### src/rtl/alu_loader_pkg.sv
// alu_loader_pkg: shared constants and types for the ALU operand loader
package alu_loader_pkg;
  localparam int BTN_A = 0;
  localparam int BTN_B = 1;
  localparam int BTN_OP = 2;
  localparam int DEF_DEBOUNCE_CYCLES = 1_000_000;
  localparam int SIM_DEBOUNCE_CYCLES = 4;
  typedef enum logic {STABLE_LOW, STABLE_HIGH} lvl_t;
endpackage

### src/rtl/btn_debouncer.sv
// btn_debouncer: synchronizes, debounces and rising-edge-detects one push-button
module btn_debouncer
  import alu_loader_pkg::*;
#(
  parameter int DEBOUNCE_CYCLES = DEF_DEBOUNCE_CYCLES
) (
  input  logic i_clk,
  input  logic i_rst_n,
  input  logic i_btn,
  output logic o_pulse
);
  localparam int NB_CNT = $clog2(DEBOUNCE_CYCLES + 1);
  localparam logic [NB_CNT-1:0] CNT_LAST = NB_CNT'(DEBOUNCE_CYCLES - 1);
  logic [1:0] r_sync;
  logic [NB_CNT-1:0] r_cnt;
  lvl_t r_lvl;
  logic r_pulse;
  logic w_diff;
  logic w_flip;
  assign w_diff = r_sync[1] ^ (r_lvl == STABLE_HIGH);
  assign w_flip = w_diff && (r_cnt == CNT_LAST);
  assign o_pulse = r_pulse;
  // sync chain, stability counter, level FSM and a pulse on the low-to-high flip
  always_ff @(posedge i_clk or negedge i_rst_n) begin
    if (!i_rst_n) begin
      r_sync <= '0;
      r_cnt <= '0;
      r_lvl <= STABLE_LOW;
      r_pulse <= 1'b0;
    end else begin
      r_sync <= {r_sync[0], i_btn};
      r_cnt <= (w_diff && !w_flip) ? r_cnt + 1'b1 : '0;
      if (w_flip) r_lvl <= (r_lvl == STABLE_LOW) ? STABLE_HIGH : STABLE_LOW;
      r_pulse <= w_flip && (r_lvl == STABLE_LOW);
    end
  end
endmodule

### src/rtl/alu_operand_loader.sv
// alu_operand_loader: latches ALU operands and op-code from switches on debounced button presses
module alu_operand_loader
  import alu_loader_pkg::*;
#(
  parameter int NB_BITS = 8,
  parameter int NB_OPE = 6,
  parameter int DEBOUNCE_CYCLES = DEF_DEBOUNCE_CYCLES
) (
  input  logic               i_clk,
  input  logic               i_rst_n,
  input  logic [NB_BITS-1:0] i_sw,
  input  logic [2:0]         i_btn,
  output logic [NB_BITS-1:0] o_dato_a,
  output logic [NB_BITS-1:0] o_dato_b,
  output logic [NB_OPE-1:0]  o_ope_sel,
  output logic               o_valid
);
  logic [2:0] w_pulse;
  logic [2:0] r_ld;
  logic [NB_BITS-1:0] r_dato_a;
  logic [NB_BITS-1:0] r_dato_b;
  logic [NB_OPE-1:0] r_ope_sel;
  logic r_valid;
  for (genvar g = 0; g < 3; g++) begin : g_btn
    btn_debouncer #(.DEBOUNCE_CYCLES(DEBOUNCE_CYCLES)) u_deb (
      .i_clk  (i_clk),
      .i_rst_n(i_rst_n),
      .i_btn  (i_btn[g]),
      .o_pulse(w_pulse[g])
    );
  end
  assign o_dato_a = r_dato_a;
  assign o_dato_b = r_dato_b;
  assign o_ope_sel = r_ope_sel;
  assign o_valid = r_valid;
  // load registers on their pulses; valid rises with the last first-load and sticks
  always_ff @(posedge i_clk or negedge i_rst_n) begin
    if (!i_rst_n) begin
      r_dato_a <= '0;
      r_dato_b <= '0;
      r_ope_sel <= '0;
      r_ld <= '0;
      r_valid <= 1'b0;
    end else begin
      if (w_pulse[BTN_A]) r_dato_a <= i_sw;
      if (w_pulse[BTN_B]) r_dato_b <= i_sw;
      if (w_pulse[BTN_OP]) r_ope_sel <= i_sw[NB_OPE-1:0];
      r_ld <= r_ld | w_pulse;
      r_valid <= &(r_ld | w_pulse);
    end
  end
endmodule

### config.mk
export PLATFORM = sky130hd
export DESIGN_NAME = alu_operand_loader
export DESIGN_NICKNAME = d
export VERILOG_FILES = /design/src/rtl/alu_loader_pkg.sv /design/src/rtl/btn_debouncer.sv /design/src/rtl/alu_operand_loader.sv
export SDC_FILE = /design/constraint.sdc
export NUM_CORES = 1
export LEC_CHECK = 0
export BUFFER_PORTS_ARGS = -buffer_cell sky130_fd_sc_hd__buf_2
export CAP_MARGIN = 40
export CELL_PAD_IN_SITES_DETAIL_PLACEMENT = 0
export CELL_PAD_IN_SITES_GLOBAL_PLACEMENT = 1
export CORE_UTILIZATION = 45
export CTS_BUF_LIST = sky130_fd_sc_hd__clkbuf_2 sky130_fd_sc_hd__clkbuf_4 sky130_fd_sc_hd__clkbuf_8
export DETAILED_ROUTE_END_ITERATION = 8
export HOLD_SLACK_MARGIN = 0.1
export PLACE_DENSITY = 0.79
export SLEW_MARGIN = 20
export SYNTH_ARGS = -nofsm -noshare
export SYNTH_HDL_FRONTEND = slang
export SYNTH_HIERARCHICAL = 1
export SYNTH_SLANG_ARGS = --single-unit
### constraint.sdc
create_clock -name i_clk -period 2 [get_ports i_clk]
set_input_delay 0.4 -clock i_clk [delete_from_list [all_inputs] [get_ports i_clk]]
set_output_delay 0.4 -clock i_clk [all_outputs]
set_load 0.02 [all_outputs]
==> metrics.yaml, run 1 <==
status:
  status: "finished, violations left"
  violations: "setup timing"
placed_design:
  dp_slack_ns: 0.00597
  gp_congestion: 0.779
  dp_cells: 583
  port_buffers: 35
  dp_hpwl_um: 5300
worst_setup_path:
  crit_required_ns: 2.27
  critPathLaunchType: "flop"
  regToRegStartpoint: "g_btn[2].u_deb/r_cnt[10]$_DFF_PN0_"
  worstSetupEndpointType: "flop"
  criticalPathCategory: "reg -> reg"
  path_max_fanout: 3
  critPathArrivalTime_ns: 2.29
  r2r_cells: 4
  r2r_end: "g_btn[2].u_deb/r_lvl$_DFFE_PN0P_"
  rrSetupSlack_ns: -0.02
worst_hold_path:
  hp-start: "i_btn[1]"
  hold_depth: 1
  hold_path_end: "g_btn[1].u_deb/r_sync[0]$_DFF_PN0_"
  hp-class: "in -> reg"
synth:
  synthFlopType: "dfrtp_1"
  synthArstFlopShare_pct: 100
  ys_ff_latch: 98
  ys_types: 27
  syn_area_um2: 4340
  ys_warn_count: 6
  synth_fp_nets: 398
  yosysSeqAreaShare_pct: 56.5
  synth-edff-count: 0
  synth.avg_cell_area_um2: 11.4
  synth_cells: 382
detailed_routing:
  totalWireLength_um: 7920
  firstDrtPassIters: 4
  drc: 0
  via_count: 3092
  ant_nets: 0
  via_per_inst: 5.10
  drtIter0Drc: 150
  wl_per_cell_um: 13.1
pwr:
  cellLeakagePower_uw: 0.00236
  ir_drop_uv: 367
  power_density_nw_per_um2: 658
clock_tree:
  clock-sinks: 98
  cts_tree: "yes"
  htreeDepth: 3
  insertion_delay_ns: 0.38
  cts_buffer_depth: 2
  cts-root-buf: "clkbuf_8"
  cts_buffers: 9
  clk_pin_slew_worst_paths_ns: 0.10
global_route:
  grt_usage_pct: 16.9
  grt_pass1_vias: 2936
  antenna_found_initial: 0
  grt_pass1_wl_um: 13300
  overflow: 0
  grt_max_degree: 99
sta:
  tightest_slew_ns: 0.545
  skew_ns: 0.0114
  min_period_over_period_pct: 101
  finalHoldViolCount: 0
  setup_viol: 1
  holdWs_ns: 0.131
  rsz0062_at_grt: "yes"
  slew_headroom_pct: 63.7
  final.setup.worst_slack_ns: -0.0220
  tns_ns: -0.0220
  min_period_ns: 2.02
  drv_slew: 0
  clock.fmax_mhz: 495
finish:
  postLayoutCoreUtil_pct: 56.9
  fin_cells: 606
  drive_above_1_share_pct: 29.4
  finalNetCount: 488
  area_growth_pct: 21.8
  diodes: 0
die:
  die_h_um: 100
  core_region_area_um2: 9280
  ios: 36
  die_area_um2: 10000
  row_count: 35
  initial_core_util_pct: 46.7
  die_w_um: 100
flow_run:
  drv_cap: 0
## through the flow
step	area [um2]	total power [uW]
after floorplan	4360	2100
after global placement	4990	2180
after detailed placement	4990	2180
after CTS	5230	3540
after global routing	5280	3630
final	5280	3480
## worst max path at each step
stage	start	to	slack, ns	cells past startpoint
after detailed placement	g_btn[0].u_deb/r_cnt[13]$_DFF_PN0_	g_btn[0].u_deb/r_lvl$_DFFE_PN0P_	0.006	4
after floorplan	g_btn[0].u_deb/r_cnt[13]$_DFF_PN0_	g_btn[0].u_deb/r_lvl$_DFFE_PN0P_	0.009	4
after global routing	g_btn[2].u_deb/r_cnt[10]$_DFF_PN0_	g_btn[2].u_deb/r_lvl$_DFFE_PN0P_	-0.05	4
final	g_btn[2].u_deb/r_cnt[10]$_DFF_PN0_	g_btn[2].u_deb/r_lvl$_DFFE_PN0P_	-0.02	4
after CTS	g_btn[0].u_deb/r_cnt[13]$_DFF_PN0_	g_btn[0].u_deb/r_lvl$_DFFE_PN0P_	0.003	4
after global placement	g_btn[2].u_deb/r_cnt[13]$_DFF_PN0_	g_btn[2].u_deb/r_lvl$_DFFE_PN0P_	0.06	4
## area by class of cell
type	count	area, um2
Clock buffer	10	131
Clock inverter	6	75.1
Fill cell	793	4000
Inverter	15	56.3
Multi-Input combinational cell	263	1800
Sequential cell	98	2450
Tap cell	129	161
Timing Repair Buffer	85	603
## sequential cells by signal (all words and copies together) (netlist names)
register / cells
g_btn.u_deb/r_cnt: 60
o_dato_a: 8
o_dato_b: 8
g_btn.u_deb/r_sync: 6
o_ope_sel: 6
g_btn.u_deb/o_pulse: 3
g_btn.u_deb/r_lvl: 3
r_ld: 3
o_valid: 1
## what timing repair did
action | CTS | global route
gates cloned | 0 | 1
hold buffers | 2 | 0
buffers inserted | 0 | 4
endpoints found under the setup margin | 2 | 29
gates resized for setup | 2 | 7
pin swaps | 0 | 3
hold endpoints to repair | 95 | 0
## power breakdown
| group | leakage, uW | internal (uW) | switching, uW |
|---|---|---|---|
| clock | 0.000102 | 610 | 721 |
| combinational | 0.000906 | 47.8 | 81.2 |
| sequential | 0.00135 | 2000 | 17.8 |
## synthesized netlist by cell type, types with 15 or more instances
master | n | area, um2
xnor2_1 | 42 | 368
nor4_1 | 15 | 93.8
inv_1 | 15 | 56.3
nand2_1 | 15 | 56.3
mux2_2 | 22 | 248
nor3_1 | 18 | 90.1
nand4_1 | 15 | 93.8
nand3_1 | 15 | 75.1
dfrtp_1 | 98 | 2450
nor2_1 | 66 | 248
## placed cells by master (no fill, tap or decap), types with 6 or more instances in the layout
cell,n
xnor2_1,42
buf_4,44
o21ai_0,6
buf_2,34
nor2_1,61
nor3_1,18
nand4_1,15
clkbuf_8,9
nand3_1,15
mux2i_1,6
dfrtp_1,98
nand2_1,15
xor2_1,6
nor4_1,15
inv_1,15
mux2_2,22
## critical path, stage by stage, from the launching register on
cell and delay [ns]:
dfrtp_1 0.39, or4_4 0.53, or4_4 0.54, nor2_4 0.15, mux2_4 0.31
## cells by family (layout without fill, tap and decap cells)
group,after synthesis,count (layout),share of synthesized area [%]
xor+xnor,48,48,9.69
mux,31,31,7.87
simple gates,166,166,19.4
compound gates,15,15,2.77
fa+ha+maj,3,3,0.865
buf+inv,21,116,2.86
flops,98,98,56.5
## routing by layer
layer	global-route usage (%)	part of all wire (%)
met5	0	0
met1	21.4	48
met3	4.60	4.0
met4	7.58	1.4
met2	27.3	47
Power figures use the tool's default switching activity.
==> run 2: changes to the inputs <==
Settings changed: CORE_UTILIZATION 45 to 46, CTS_BUF_LIST sky130_fd_sc_hd__clkbuf_2 sky130_fd_sc_hd__clkbuf_4 sky130_fd_sc_hd__clkbuf_8 to sky130_fd_sc_hd__clkbuf_4 sky130_fd_sc_hd__clkbuf_8, PLACE_DENSITY 0.79 to 0.78, TNS_END_PERCENT from default to 50.
Clock period 2 ns to 2.56 ns, I/O delays scaled along.
==> metrics.yaml, run 2 (synthesis gave the netlist of run 1 again) <==
die:
  core_region_area_um2: 9200  # -0.94%
  die_w_um: 99.1  # -1.1%
  ios: 36  # unchanged
  die_h_um: 99.1  # -1.1%
  row_count: 35  # unchanged
  initial_core_util_pct: 47.2  # +0.45 points
  die_area_um2: 9820  # -2.1%
sta:
  holdWs_ns: 0.138  # +0.00679 ns
  min_period_over_period_pct: 86.8  # -14 points
  tightest_slew_ns: 0.620  # +0.0753 ns
  rsz0062_at_grt: "no"
  finalHoldViolCount: 0  # unchanged
  skew_ns: 0.00707  # -0.00437 ns
  min_period_ns: 2.22  # +0.201 ns
  drv_slew: 0  # unchanged
  slew_headroom_pct: 58.3  # -5.4 points
  clock.fmax_mhz: 450  # -9.0%
  tns_ns: 0  # +0.0220 ns
  setup_viol: 0  # -1
placed_design:
  dp_cells: 529  # -9.3%
  dp_hpwl_um: 5200  # -1.8%
  gp_congestion: 0.811  # +4.1%
  post_dp_cell_area_um2: 4650  # -6.8%
  port_buffers: 35  # unchanged
global_route:
  top_usage_layer: "met2"
  antenna_found_initial: 0  # unchanged
  use_met3_pct: 3.79  # -0.80 points
  grt_pass1_vias: 2802  # -4.6%
  grt_usage_pct: 16.6  # -0.40 points
  overflow: 0  # unchanged
  grt_max_degree: 47  # -53%
  grt_util_met2_pct: 27.2  # -0.18 points
  grt_pass1_wl_um: 12900  # -2.5%
  gr-usage-met1_pct: 21.7  # +0.31 points
worst_hold_path:
  hp-class: "in -> async"
finish:
  finalNetCount: 445  # -8.8%
  finalInstanceArea_um2: 4840  # -8.3%
  fillers: 832  # +4.9%
  layout_commonest_cell: "dfrtp_1"
  largest_reg_flops: 60  # unchanged
  drive_above_1_share_pct: 20.7  # -8.6 points
  area_growth_pct: 11.7
  final_cell_mix: "98 x dfrtp_1, 66 x nor2_1, 42 x xnor2_1"
  fin_cells: 545  # -10%
  largest-register: "g_btn.u_deb/r_cnt"
  diodes: 0  # unchanged
  multi_input_area_um2: 1760  # -2.4%
  regArea_um2: 2450  # unchanged
clock_tree:
  cts_buffers: 9  # unchanged
  cts.hold.buffers_added: 0  # -2
  insertion_delay_ns: 0.36  # -0.02 ns
  clock-sinks: 98  # unchanged
  htreeDepth: 3  # unchanged
  cts_resized: 0  # -2
  clk_pin_slew_worst_paths_ns: 0.10  # about the same
  cts-root-buf: "clkbuf_8"
  post-cts-setup-buffers: 0  # unchanged
  cts_tree: "yes"
  cts_buffer_depth: 2  # unchanged
pwr:
  power_density_nw_per_um2: 543  # -17%
  ir_drop_uv: 230  # -37%
  cellLeakagePower_uw: 0.00212  # -10%
flow_run:
  drv_cap: 0  # unchanged
worst_setup_path:
  worstSetupEndpointType: "flop"
  cp_top_family: "simple AND/OR/NAND/NOR gates"
  criticalPathCategory: "reg -> reg"
  critPathArrivalTime_ns: 2.47  # +0.18 ns
  path_max_fanout: 6  # +3
  crit_chain: "or4_1 > or4_4 > nor2_1 > mux2_1"
  crit_required_ns: 2.81  # +0.54 ns
  critPathLaunchType: "flop"
  worst_path_max_delay_cell: "or4_1"
  critPathBufInv: 0  # unchanged
  max_stage_delay_ns: 0.54  # about the same
detailed_routing:
  firstDrtPassIters: 4  # unchanged
  drc: 0  # unchanged
  via_count: 2862  # -7.4%
  wl_per_cell_um: 13.8  # +5.9%
  drtIter0Drc: 82  # -45%
  totalWireLength_um: 7540  # -4.8%
  via_per_inst: 5.25  # +2.9%
  ant_nets: 0  # unchanged
status:
  status: "completed"
[run 2: through the flow]
| stage | setup slack, ns | total power (uW) | util, % |
|---|---|---|---|
| 4_1_cts | 0.323 | 2680 | 52.7 |
| 3_5_place_dp | 0.324 | 1700 | 50.6 |
| 3_3_place_gp | 0.366 | 1690 | 50.6 |
| 5_1_grt | 0.224 | 2740 | 52.7 |
| 2_1_floorplan | 0.483 | 1640 | - |
| 6_report | 0.337 | 2630 | 52.7 |
[run 2: layer usage]
| layer | part of all wire [%] | wire, um |
|---|---|---|
| met5 | 0 | 0 |
| met2 | 47 | 3510 |
| met1 | 49 | 3690 |
| met3 | 3.1 | 235 |
| met4 | 1.4 | 102 |
[run 2: final cells by class]
cell class,instances,share of cell area (%)
Tap cell,111,2.87
Clock inverter,7,1.39
Sequential cell,98,50.6
Clock buffer,9,2.56
Multi-Input combinational cell,263,36.4
Timing Repair Buffer,42,5.01
Inverter,15,1.16
[run 2: final timing paths]
check	cells past startpoint	startpoint	to	slack [ns]
worst min-delay path	1	i_rst_n	g_btn[1].u_deb/r_cnt[4]$_DFF_PN0_	0.14
worst max register to register	4	g_btn[0].u_deb/r_cnt[12]$_DFF_PN0_	g_btn[0].u_deb/r_lvl$_DFFE_PN0P_	0.34
max in group asynchronous	2	i_rst_n	g_btn[2].u_deb/r_cnt[9]$_DFF_PN0_	1.80
worst max-delay path	4	g_btn[0].u_deb/r_cnt[12]$_DFF_PN0_	g_btn[0].u_deb/r_lvl$_DFFE_PN0P_	0.34
worst min register to register	0	g_btn[2].u_deb/r_sync[0]$_DFF_PN0_	g_btn[2].u_deb/r_sync[1]$_DFF_PN0_	0.35
min in group i_clk	1	i_btn[0]	g_btn[0].u_deb/r_sync[0]$_DFF_PN0_	0.25
[run 2: power by group]
part,internal [uW],switching [uW],total [uW]
registers,1560,13.8,1580
clock network,382,584,967
logic,27.0,60.2,87.1
total,1970,658,2630
